<file path="src/rtl/writeback_unit_if.sv">
// rtl/writeback_unit_if.sv - MEM-stage result and load-response bus into the writeback unit
//
// Signals:
//   in_valid / in_ready   result handshake (ready is driven by the unit)
//   in_wb                 WB bundle {rw_F, rw_R, rw_P, RegMem}
//   in_dst                destination register id
//   in_alu                ALU result
//   in_pz                 predicate result bit
//   mem_rsp_valid         load data valid, single-cycle pulse
//   mem_rsp_data          load data
// Modports: master drives results and load responses, slave is the writeback unit.

interface writeback_unit_if;
  logic        in_valid;
  logic        in_ready;
  logic [3:0]  in_wb;
  logic [3:0]  in_dst;
  logic [31:0] in_alu;
  logic        in_pz;
  logic        mem_rsp_valid;
  logic [31:0] mem_rsp_data;

  modport master (
    output in_valid, in_wb, in_dst, in_alu, in_pz, mem_rsp_valid, mem_rsp_data,
    input  in_ready
  );

  modport slave (
    input  in_valid, in_wb, in_dst, in_alu, in_pz, mem_rsp_valid, mem_rsp_data,
    output in_ready
  );
endinterface

</file>
<file path="src/rtl/writeback_unit.sv">
// rtl/writeback_unit.sv - final pipeline stage driving the register-file write ports
//
// Ports:
//   clk, rst            clock; synchronous active-low reset
//   bus (slave)         MEM-stage result handshake and load response
//   rw[2:0]             write strobes {freg, greg, preg}, one-cycle pulses
//   Pz_id, Pz           predicate register write port
//   Rz_id, Rz           general register write port
//   Fz_id, Fz           FP register write port (mirrors Rz_id/Rz)
//   retire_cnt          instructions written back
//   squash_cnt          accepted results with an all-zero WB bundle
//   err[1:0]            sticky {spurious load response, load timeout}

module writeback_unit #(
  parameter int TIMEOUT = 64,
  parameter int CNT_W   = 32
) (
  input  logic               clk,
  input  logic               rst,
  writeback_unit_if.slave    bus,
  output logic [2:0]         rw,
  output logic [1:0]         Pz_id,
  output logic               Pz,
  output logic [3:0]         Rz_id,
  output logic [31:0]        Rz,
  output logic [3:0]         Fz_id,
  output logic [31:0]        Fz,
  output logic [CNT_W-1:0]   retire_cnt,
  output logic [CNT_W-1:0]   squash_cnt,
  output logic [1:0]         err
);

  localparam int TMR_W = $clog2(TIMEOUT);

  typedef enum logic [1:0] {
    S_IDLE     = 2'd0,
    S_WAIT_MEM = 2'd1,
    S_WRITE    = 2'd2
  } state_t;

  state_t           state, state_nxt;
  logic [TMR_W-1:0] tmr, tmr_nxt;

  // Load held while waiting for its data
  logic [3:0]       pend_wb;
  logic [3:0]       pend_dst;
  logic             pend_pz;

  logic             accept;
  logic             do_write;
  logic             from_pending;
  logic             do_hold;
  logic             do_squash;
  logic             do_timeout;
  logic             do_spurious;

  logic [3:0]       src_wb;
  logic [3:0]       src_dst;
  logic             src_pz;
  logic [31:0]      src_data;

  assign bus.in_ready = (state == S_IDLE) || (state == S_WRITE);
  assign accept       = bus.in_valid && bus.in_ready;

  always_ff @(posedge clk) begin
    if (!rst) begin
      state <= S_IDLE;
      tmr   <= '0;
    end else begin
      state <= state_nxt;
      tmr   <= tmr_nxt;
    end
  end

  always_comb begin
    state_nxt    = state;
    tmr_nxt      = tmr;
    do_write     = 1'b0;
    from_pending = 1'b0;
    do_hold      = 1'b0;
    do_squash    = 1'b0;
    do_timeout   = 1'b0;
    do_spurious  = 1'b0;
    unique case (state)
      S_IDLE, S_WRITE: begin
        // WRITE lasts one cycle; an accept here is handled exactly as in IDLE
        state_nxt = S_IDLE;
        if (accept) begin
          if (bus.in_wb == 4'd0) begin
            do_squash = 1'b1;
          end else if (!bus.in_wb[0] || bus.mem_rsp_valid) begin
            do_write  = 1'b1;
            state_nxt = S_WRITE;
          end else begin
            do_hold   = 1'b1;
            tmr_nxt   = '0;
            state_nxt = S_WAIT_MEM;
          end
        end
        // A response is only legitimate when it lands on the accept of a load
        if (bus.mem_rsp_valid && !(accept && bus.in_wb[0])) begin
          do_spurious = 1'b1;
        end
      end
      S_WAIT_MEM: begin
        tmr_nxt = tmr + 1'b1;
        if (bus.mem_rsp_valid) begin
          do_write     = 1'b1;
          from_pending = 1'b1;
          state_nxt    = S_WRITE;
        end else if (tmr == TMR_W'(TIMEOUT - 1)) begin
          do_timeout = 1'b1;
          state_nxt  = S_IDLE;
        end
      end
      default: state_nxt = S_IDLE;
    endcase
  end

  // Write source: the held load when its response arrives, otherwise the live input
  always_comb begin
    src_wb   = from_pending ? pend_wb  : bus.in_wb;
    src_dst  = from_pending ? pend_dst : bus.in_dst;
    src_pz   = from_pending ? pend_pz  : bus.in_pz;
    src_data = src_wb[0] ? bus.mem_rsp_data : bus.in_alu;
  end

  always_ff @(posedge clk) begin
    if (!rst) begin
      pend_wb    <= '0;
      pend_dst   <= '0;
      pend_pz    <= 1'b0;
      rw         <= '0;
      Pz_id      <= '0;
      Pz         <= 1'b0;
      Rz_id      <= '0;
      Rz         <= '0;
      retire_cnt <= '0;
      squash_cnt <= '0;
      err        <= '0;
    end else begin
      if (do_hold) begin
        pend_wb  <= bus.in_wb;
        pend_dst <= bus.in_dst;
        pend_pz  <= bus.in_pz;
      end
      rw <= do_write ? src_wb[3:1] : 3'b000;
      if (do_write) begin
        Pz_id      <= src_dst[1:0];
        Pz         <= src_pz;
        Rz_id      <= src_dst;
        Rz         <= src_data;
        retire_cnt <= retire_cnt + 1'b1;
      end
      if (do_squash) begin
        squash_cnt <= squash_cnt + 1'b1;
      end
      if (do_timeout) begin
        err[0] <= 1'b1;
      end
      if (do_spurious) begin
        err[1] <= 1'b1;
      end
    end
  end

  assign Fz_id = Rz_id;
  assign Fz    = Rz;

endmodule

</file>
<file path="src/flat_wrapper.sv">
// flat-port wrapper written by rule: the top's interface ports become plain ports
module writeback_unit_flat 
#(
  parameter int TIMEOUT = 64,
  parameter int CNT_W   = 32
)
  (clk, rst, rw, Pz_id, Pz, Rz_id, Rz, Fz_id, Fz, retire_cnt, squash_cnt, err, bus_in_valid, bus_in_wb, bus_in_dst, bus_in_alu, bus_in_pz, bus_mem_rsp_valid, bus_mem_rsp_data, bus_in_ready);
  writeback_unit_if bus_i ();
  input  logic clk;
  input  logic rst;
  output logic [2:0] rw;
  output logic [1:0] Pz_id;
  output logic Pz;
  output logic [3:0] Rz_id;
  output logic [31:0] Rz;
  output logic [3:0] Fz_id;
  output logic [31:0] Fz;
  output logic [CNT_W-1:0] retire_cnt;
  output logic [CNT_W-1:0] squash_cnt;
  output logic [1:0] err;
  input wire logic [$bits(bus_i.in_valid)-1:0] bus_in_valid;
  input wire logic [$bits(bus_i.in_wb)-1:0] bus_in_wb;
  input wire logic [$bits(bus_i.in_dst)-1:0] bus_in_dst;
  input wire logic [$bits(bus_i.in_alu)-1:0] bus_in_alu;
  input wire logic [$bits(bus_i.in_pz)-1:0] bus_in_pz;
  input wire logic [$bits(bus_i.mem_rsp_valid)-1:0] bus_mem_rsp_valid;
  input wire logic [$bits(bus_i.mem_rsp_data)-1:0] bus_mem_rsp_data;
  output wire logic [$bits(bus_i.in_ready)-1:0] bus_in_ready;
  assign bus_i.in_valid = bus_in_valid;
  assign bus_i.in_wb = bus_in_wb;
  assign bus_i.in_dst = bus_in_dst;
  assign bus_i.in_alu = bus_in_alu;
  assign bus_i.in_pz = bus_in_pz;
  assign bus_i.mem_rsp_valid = bus_mem_rsp_valid;
  assign bus_i.mem_rsp_data = bus_mem_rsp_data;
  assign bus_in_ready = bus_i.in_ready;
  writeback_unit #(.TIMEOUT(TIMEOUT), .CNT_W(CNT_W)) u_core (.clk(clk), .rst(rst), .bus(bus_i), .rw(rw), .Pz_id(Pz_id), .Pz(Pz), .Rz_id(Rz_id), .Rz(Rz), .Fz_id(Fz_id), .Fz(Fz), .retire_cnt(retire_cnt), .squash_cnt(squash_cnt), .err(err));
endmodule
</file>
<file path="config.mk">
export PLATFORM = sky130hd
export DESIGN_NAME = writeback_unit_flat
export DESIGN_NICKNAME = d
export VERILOG_FILES = /design/src/rtl/writeback_unit_if.sv /design/src/rtl/writeback_unit.sv /design/src/flat_wrapper.sv
export SDC_FILE = /design/constraint.sdc
export NUM_CORES = 1
export LEC_CHECK = 0
export CORE_MARGIN = 1.5
export CORE_UTILIZATION = 39
export DETAILED_ROUTE_END_ITERATION = 7
export HOLD_SLACK_MARGIN = 0.1
export PLACE_DENSITY = 0.73
export SYNTH_ARGS = -nofsm -noshare
export SYNTH_HDL_FRONTEND = slang
export SYNTH_SLANG_ARGS = --single-unit
</file>
<file path="constraint.sdc">
create_clock -name clk -period 2.3 [get_ports clk]
set_clock_uncertainty 0.1 [all_clocks]
set_input_delay 0.46 -clock clk [delete_from_list [all_inputs] [get_ports clk]]
set_output_delay 0.46 -clock clk [all_outputs]
set_load 0.1 [all_outputs]
</file>
# Word level (Yosys, flattened, before mapping)
# Cells that the tools add are included.
# word_totals
register_bits	125
input_bits	77
output_inout_bits	145
wordCells	69
# classes
add_sub_neg	3
n_eq_ne	7
muxes	32
reduce_logical	13
# op_table
op	n
$add A32 B1 Y32 const B	2
$mux W32	1
$mux W1	18
$mux W6	3
$pmux W6 S2	1
$mux W2	5
$mux W4	2
$add A6 B1 Y6 const B	1
$eq A6 B6 Y1 const B	1
$logic_not A4 Y1	1
$ne A2 B2 Y1 const B	2
$pmux W2 S2	1
$reduce_and A4 Y1	1
$logic_and A1 B1 Y1	3
$ne A3 B2 Y1 const B	1
$eq A2 B1 Y1 const B	1
$eq A2 B2 Y1 const B	1
$logic_not A1 Y1	2
$logic_not A2 Y1	1
$logic_or A1 B1 Y1	2
$ne A2 B1 Y1 const B	1
$pmux W1 S2	1
$reduce_and A2 Y1	1
$reduce_bool A2 Y1	1
$reduce_or A2 Y1	1

# Depth between registers and ports, before layout
# Gate-level depths: netlist (run 1).
# logic_depth
depth_word	8
depth_mapped	7
depth_no_buf	6

# Worst setup path after synthesis (run 1)
# No wires, ideal clock.
# synth_timing
path_kind	register -> register
startpoint	register u_core.squash_cnt[0]
endpoint	register u_core.squash_cnt[30]
setup_time_ps	128
t_arrival_ps	2656
required_ps	2072
path_slack_ps	-583
stages_incl_launch_ff	8
n_path_buf	1
synth_period_minus_slack_ps	2883
path_cell_list	dfxtp_1 ha_1 nand3_1 or4_1 clkbuf_1 nor4_1 xnor2_1 nor2_1
# synth_between
elab_chain_len	1
# synth_lines
item	line_no	source
from (decl)	writeback_unit.sv:29	output logic [CNT_W-1:0] squash_cnt,
from (signal assigned)	writeback_unit.sv:156	squash_cnt <= squash_cnt + 1'b1;
$add A32 B1 Y32	writeback_unit.sv:156	
# No other way between the ends.
# A chain may end at the register's enable or synchronous reset.

# Worst setup path in the final report (run 1)
# layout_timing
startpoint	input port bus_in_wb[2]
endpoint	register u_core.retire_cnt[20]
# layout_between
elab_chain_len	4
# layout_lines
item	line_no	source
from (decl)	flat_wrapper.sv:22	input wire logic [$bits(bus_i.in_wb)-1:0] bus_in_wb;
$logic_not A4 Y1	writeback_unit.sv:89	if (bus.in_wb == 4'd0) begin
$mux W1	writeback_unit.sv:89	
$mux W1	writeback_unit.sv:88	if (accept) begin
$pmux W1 S2	writeback_unit.sv:84	unique case (state)
to (signal assigned)	writeback_unit.sv:153	retire_cnt <= retire_cnt + 1'b1;
to (decl)	writeback_unit.sv:28	output logic [CNT_W-1:0] retire_cnt,
# No other way between the ends.

==> impl_metrics.ini, run 1 <==
[worst_setup_path]
startpoint_type = primary input
crit_fanout = 14
reg2reg_from = u_core.squash_cnt[0]
reg2regPathDepth = 6
cp_num_buf_inv = 3
cp_data_required_time_ps = 2530
critPathMaxStageDelay_ps = 540
worstPathArrival_ps = 2410
r2r-end = u_core.squash_cnt[30]
crit_chain = clkdlybuf4s50_1, nor4_4, buf_4, o31ai_4, buf_6, nand3_1, or3_1, a21oi_1
rrSetupSlack_ps = 170
worstSetupEndpointType = flop
criticalPathCategory = primary input to flop
critPathTopFamily = buffers and inverters
cp_slowest_cell = clkdlybuf4s50_1

[clock_tree]
cts_tree = done
insertion_delay_ps = 430
hold_buffers = 0
numCtsBuffers = 17
clock_path_buffers = 2
cts_root_buffer = clkbuf_16
clock-sinks = 123
h-tree-depth = 4
clk_pin_slew_ps = 50

[sta]
period_share_pct = 94.5
rsz0062_at_grt = false
tightest_slew_ps = 470
finalSetupTns_ps = 0
maxSlewHeadroom_pct = 68.5
setup_viol_count_final = 0
finalMaxSlewViolations = 0
fin_crit_ps = 2170
fmax_mhz = 460
timing.hold.ws_ps = 353
final_hold_viol_count = 0

[detailed_routing]
drc = 0
wl_um = 16500
wl_per_cell_um = 14.9
postRouteAntennaNets = 0
num_vias = 5738
drt_iter0_markers = 368
drt-pass1-iter-count = 6
viasPerCell = 5.17

[place]
dpl.hpwl_um = 11900
post-place-cells = 1076
io_buffers = 221
gp_congestion = 0.850

[job]
maxCapViolations = 0

[power_and_ir_drop]
comb_power_share_pct = 24.4
p_per_area_nw_per_um2 = 773
p_sw_w = 0.00220
pwr-share-seq_pct = 34.5
leakagePower_nw = 3.44
ir_drop_v = 0.000521
switching_share_pct = 33.5
power_frac_clock_pct = 41.1
intPower_w = 0.00437
total_power_w = 0.00657

[floorplan]
die_w_um = 124
die-area_sq_um = 15300
coreArea_sq_um = 14000
initial_utilization_pct = 40.6
core.rowCount = 43
io_pins = 222
dieHeight_um = 124

[synth]
syn_avg_cell_area_sq_um = 8.01
synth.distinct_cells = 41
syn_nets = 791
synth-async-reset-ratio_pct = 0
yosysTopAreaCellShare_pct = 43.2
synth_area_sq_um = 5700
ys.flop_type = dfxtp_1
synth_area_leaders = dfxtp_1 (43%), nand2_1 (7.5%), buf_4 (5.0%)
yosysSeqAreaShare_pct = 43.2
synth_warnings = 0
ys_ff_latch = 123
post-synth-top-area-cell = dfxtp_1
synth-edff-count = 0
syn_inst = 711

[layout]
fillers = 1287
multiInputGateArea_sq_um = 2800
regArea_sq_um = 2570
synthToLayoutAreaGrowth_pct = 49.3
antenna_cells = 0
finalNetCount = 997
utilization_pct = 60.6
finalNonFillerCells = 1110
drive_above_1_share_pct = 30.8

[global_route]
grt_max_degree = 53
grt_pass1_wl_um = 25700
grt_pass1_vias = 5171
track_usage_pct = 21.6
grt-ovfl-total = 0
antenna_found_initial = 0

[hold_path]
min_path_type = flop to flop
hold_path_depth = 2
worstHoldEndpoint = u_core.pend_dst[1]
hp-start = u_core.pend_dst[1]

[outcome]
status = finished, final reports clean
-- cell usage after synthesis, drive strengths merged, types with 9 or more instances --
cell	count
inv	9
a31oi	33
nor4	16
nand2	114
o21ai	47
nand4	22
xor2	17
buf	43
nor2	65
and3	10
xnor2	30
a21oi	34
dfxtp	123
nand3	37
or3	12
clkbuf	36
nor3	14
-- worst register-to-register path, cell delays in order, from the launching register on --
cell and delay [ps]:
dfxtp_4 380, ha_1 190, nand3_1 100, or4_1 660
nor4_1 390, xnor2_1 160, nor2_1 50
-- layer usage --
| layer | vias to the layer above | routed length [um] | track usage (%) |
|---|---|---|---|
| li1 | 2867 | - | - |
| met3 | 22 | 1120 | 5.63 |
| met5 | - | 0 | 0 |
| met1 | 2639 | 6950 | 26.3 |
| met4 | 0 | 295 | 8.69 |
| met2 | 210 | 8180 | 36.3 |
-- worst max-delay path by stage --
stage,from,endpoint,slack [ps],cells past startpoint
final,bus_in_wb[2],u_core.retire_cnt[20],130,8
after global routing,u_core.squash_cnt[0],u_core.squash_cnt[30],40,6
after CTS,bus_in_wb[0],u_core.retire_cnt[20],10,9
after detailed placement,bus_in_wb[3],u_core.squash_cnt[31],-510,6
after global placement,bus_in_wb[1],u_core.squash_cnt[31],-470,6
after floorplan,u_core.squash_cnt[1],u_core.squash_cnt[30],-4,7
-- cell families (layout without fill, tap and decap cells) --
family | Yosys count | in the layout | share of synthesized area, %
buffers and inverters | 88 | 307 | 8.35
adders and majority gates | 3 | 3 | 0.659
DFF | 123 | 123 | 43.2
AOI/OAI and AO/OA | 127 | 127 | 12.7
and+or+nand+nor | 320 | 320 | 27.3
xor gates and xnor gates | 47 | 47 | 7.23
muxes | 3 | 3 | 0.549
-- cell usage in the layout, fill, tap and decap left out, types with 2 or more instances in the layout --
cell type,count
dfxtp_4,17
nand4_1,22
a31oi_1,33
clkinv_2,4
nand3_1,35
buf_12,5
xnor2_1,30
nor4_1,15
nor3_1,13
o31ai_1,5
and3_1,10
clkbuf_1,2
nand2_1,114
inv_1,8
nor2b_1,3
and4_1,7
xor2_1,17
dlymetal6s2s_1,3
a311oi_1,5
clkbuf_16,19
a21oi_1,34
dfxtp_1,70
nand3_2,2
o21ai_0,47
dfxtp_2,36
clkbuf_8,6
nor2_1,65
or4_1,6
buf_4,184
or3_1,11
clkdlybuf4s50_1,73
ha_1,3
nand2b_1,2
and2_1,5
-- power by group through the flow --
| stage | Clock, W | Sequential (W) | Combinational, W |
|---|---|---|---|
| 6_report | 0.00270 | 0.00227 | 0.00160 |
| 5_1_grt | 0.00285 | 0.00227 | 0.00166 |
| 4_1_cts | 0.00275 | 0.00227 | 0.00161 |
| 3_5_place_dp | 0 | 0.00231 | 0.00161 |
| 3_3_place_gp | 0 | 0.00231 | 0.00160 |
| 2_1_floorplan | 0 | 0.00278 | 0.000747 |
-- timing repair --
action	4_1_cts	5_1_grt
setup endpoints to repair	4	14
buffers inserted	2	0
gates resized for setup	0	7
cloned	0	0
pin swaps	2	2
-- cell type report --
type                            count  area share (%)
Tap cell                          180            2.65
Sequential cell                   123            30.2
Clock inverter                      5           0.589
Inverter                            9           0.397
Timing Repair Buffer              266            26.6
Multi-Input combinational cell    500            32.9
Clock buffer                       27            6.65
-- stage by stage --
stage	setup WS (ps)	area, sq um
5_1_grt	39.9	8500
4_1_cts	11.2	8480
6_report	126	8500
3_5_place_dp	-508	7850
2_1_floorplan	-3.97	5800
3_3_place_gp	-469	7850
-- flip-flops by register name, summed over array words and instances, names as in the netlist --
name               count
u_core.Fz             32
u_core.retire_cnt     32
u_core.squash_cnt     32
u_core.tmr             6
u_core.Fz_id           4
u_core.pend_dst        4
u_core.pend_wb         4
u_core.rw              3
u_core.err             2
u_core.state           2
u_core.Pz              1
u_core.pend_pz         1
(Power assumes the default switching activity.)
==> run 2: changes to the inputs <==
--- a/config.mk
+++ b/config.mk
@@ -5,6 +5,7 @@
 export SDC_FILE = /design/constraint.sdc
 export NUM_CORES = 1
 export LEC_CHECK = 0
+export ABC_AREA = 0
 export CORE_MARGIN = 1.5
 export CORE_UTILIZATION = 39
 export DETAILED_ROUTE_END_ITERATION = 7
==> results of run 2 <==
The final DEF is identical to that of run 1; final timing and power are the same.
==> run 3: changes to the inputs <==
--- a/config.mk
+++ b/config.mk
@@ -6,7 +6,7 @@
 export NUM_CORES = 1
 export LEC_CHECK = 0
 export ABC_AREA = 0
-export CORE_MARGIN = 1.5
+export CORE_MARGIN = 2
 export CORE_UTILIZATION = 39
 export DETAILED_ROUTE_END_ITERATION = 7
 export HOLD_SLACK_MARGIN = 0.1
==> run 3 against run 2 <==
Net effect: setup slack worse by 21 ps; die area up 1.6%; fmax fell by 0.96%; non-clock buffer count decreased by 3; total power grew 1.2%; critical endpoint is now u_core.retire_cnt[31]; largest power group unchanged; highest routed layer is now met5.
==> impl_metrics.ini, run 3 (synthesis results as in run 1) <==
[outcome]
status = finished, final reports clean

[sta]
maxSlewHeadroom_pct = 75.7
rsz0062_at_grt = true
fin_crit_ps = 2190
period_share_pct = 95.4
tightest_slew_ps = 361
finalMaxSlewViolations = 0
fmax_mhz = 456
setup_viol_count_final = 0
finalSetupTns_ps = 0
final_hold_viol_count = 0

[global_route]
grt-ovfl-total = 0
antenna_found_initial = 1
track_usage_pct = 20.5
grt_pass1_wl_um = 26000
grt_max_degree = 66
grt_pass1_vias = 5226

[layout]
synthToLayoutAreaGrowth_pct = 48.8
finalNetCount = 994
layout_common_cells = buf_4 (182), nand2_1 (114), clkdlybuf4s50_1 (75)
finalNonFillerCells = 1110
drive_above_1_share_pct = 30.1
antenna_cells = 0
final_common_cell = buf_4

[clock_tree]
clock_path_buffers = 2
clock-sinks = 123
h-tree-depth = 4
insertion_delay_ps = 410
cts_root_buffer = clkbuf_16
clk_pin_slew_ps = 60
cts_tree = done
numCtsBuffers = 17
post_cts_buffers = 0

[place]
gp_congestion = 0.806
io_buffers = 221
post-place-cells = 1079
dpl.hpwl_um = 11400

[worst_setup_path]
startpoint_type = primary input
rrSetupSlack_ps = 150
cp_data_required_time_ps = 2540
cp_slowest_cell = or4_4
r2r-end = u_core.squash_cnt[30]
criticalPathCategory = primary input to flop
worstPathArrival_ps = 2440
cp_num_buf_inv = 1
critPathTopFamily = simple AND/OR/NAND/NOR gates
crit_chain = clkdlybuf4s50_1, nor4_4, o31a_1, or4_4, or3_1, a21oi_1
reg2reg_from = u_core.squash_cnt[1]
reg2regPathDepth = 6
crit_fanout = 6
critPathMaxStageDelay_ps = 560
worstSetupEndpointType = flop

[detailed_routing]
wl_per_cell_um = 14.4
drt-pass1-iter-count = 5
drc = 0
postRouteAntennaNets = 0
wl_um = 16000
drt_iter0_markers = 278
num_vias = 5679
viasPerCell = 5.12

[hold_path]
worstHoldEndpoint = u_core.pend_wb[2]
hold_path_depth = 2
hp-start = u_core.pend_wb[2]
min_path_type = flop to flop

[job]
maxCapViolations = 0

[floorplan]
die-area_sq_um = 15600
die_w_um = 125
coreArea_sq_um = 14400
initial_utilization_pct = 39.5
core.rowCount = 44
dieHeight_um = 125
io_pins = 222

[power_and_ir_drop]
p_per_area_nw_per_um2 = 785
ir_drop_v = 0.000562
leakagePower_nw = 3.40
==> run 3: cell count changes in the layout (fill, tap and decap cells not counted), sizes merged <==
cell,before,now
clkdlybuf4s50,73,75
dlymetal6s2s,3,1
buf,190,187
clkbuf,27,24
bufinv,1,3
==> run 3: timing repair <==
item	CTS	global route
endpoints found under the setup margin	0	7
resized for setup	0	1
hold buffers	0	0
==> run 3: worst max-delay path by stage <==
stage | cells past startpoint | slack, ps | startpoint | endpoint
2_1_floorplan | 7 | -4 | u_core.squash_cnt[1] | u_core.squash_cnt[30]
3_3_place_gp | 6 | -330 | bus_in_wb[0] | u_core.retire_cnt[27]
3_5_place_dp | 6 | -400 | bus_in_wb[0] | u_core.retire_cnt[31]
4_1_cts | 6 | 50 | bus_in_wb[0] | u_core.retire_cnt[31]
5_1_grt | 6 | -4 | u_core.squash_cnt[1] | u_core.squash_cnt[26]
6_report | 6 | 110 | bus_in_wb[3] | u_core.retire_cnt[31]
==> run 3: final cells by class <==
type	instances	area (sq um)
Inverter	9	33.8
Clock inverter	7	110
Sequential cell	123	2570
Fill cell	1303	5950
Clock buffer	24	513
Timing Repair Buffer	263	2230
Multi-Input combinational cell	500	2790
Tap cell	184	230
==> run 3: metrics by stage <==
step | hold WS [ps] | area [sq um] | power, W | utilization, % | worst slack, ps
global placement | 343 | 7850 | 0.00389 | 54.4 | -332
global route | 382 | 8470 | 0.00687 | 58.7 | -3.92
detailed placement | 347 | 7850 | 0.00390 | 54.4 | -397
floorplan | 337 | 5800 | 0.00352 | - | -3.97
CTS | 354 | 8470 | 0.00671 | 58.7 | 48.2
finish | 354 | 8470 | 0.00665 | 58.7 | 105
==> run 3: worst min-delay path: cells and delay by family, from the launching register on <==
| family | cells | cell delay (ps) |
|---|---|---|
| AO/OA/AOI/OAI | 1 | 50 |
| flip-flops | 1 | 310 |
| AND/OR/NAND/NOR | 1 | 50 |
==> run 3: where the power goes <==
group	leakage, nW	total (W)	internal [W]	switching (W)
Combinational	2.06	0.00159	0.000388	0.00120
Sequential	1.03	0.00226	0.00219	0.0000679
Clock	0.311	0.00280	0.00187	0.000930
Total	3.40	0.00665	0.00445	0.00220
==> run 3: routing by layer <==
layer | GRT usage, % | share of wire (%) | up-vias
li1 | - | - | 2851
met1 | 25.8 | 43 | 2599
met2 | 33.6 | 49 | 205
met3 | 5.37 | 6.5 | 22
met4 | 8.30 | 1.7 | 2
met5 | 0 | 0.081 | -
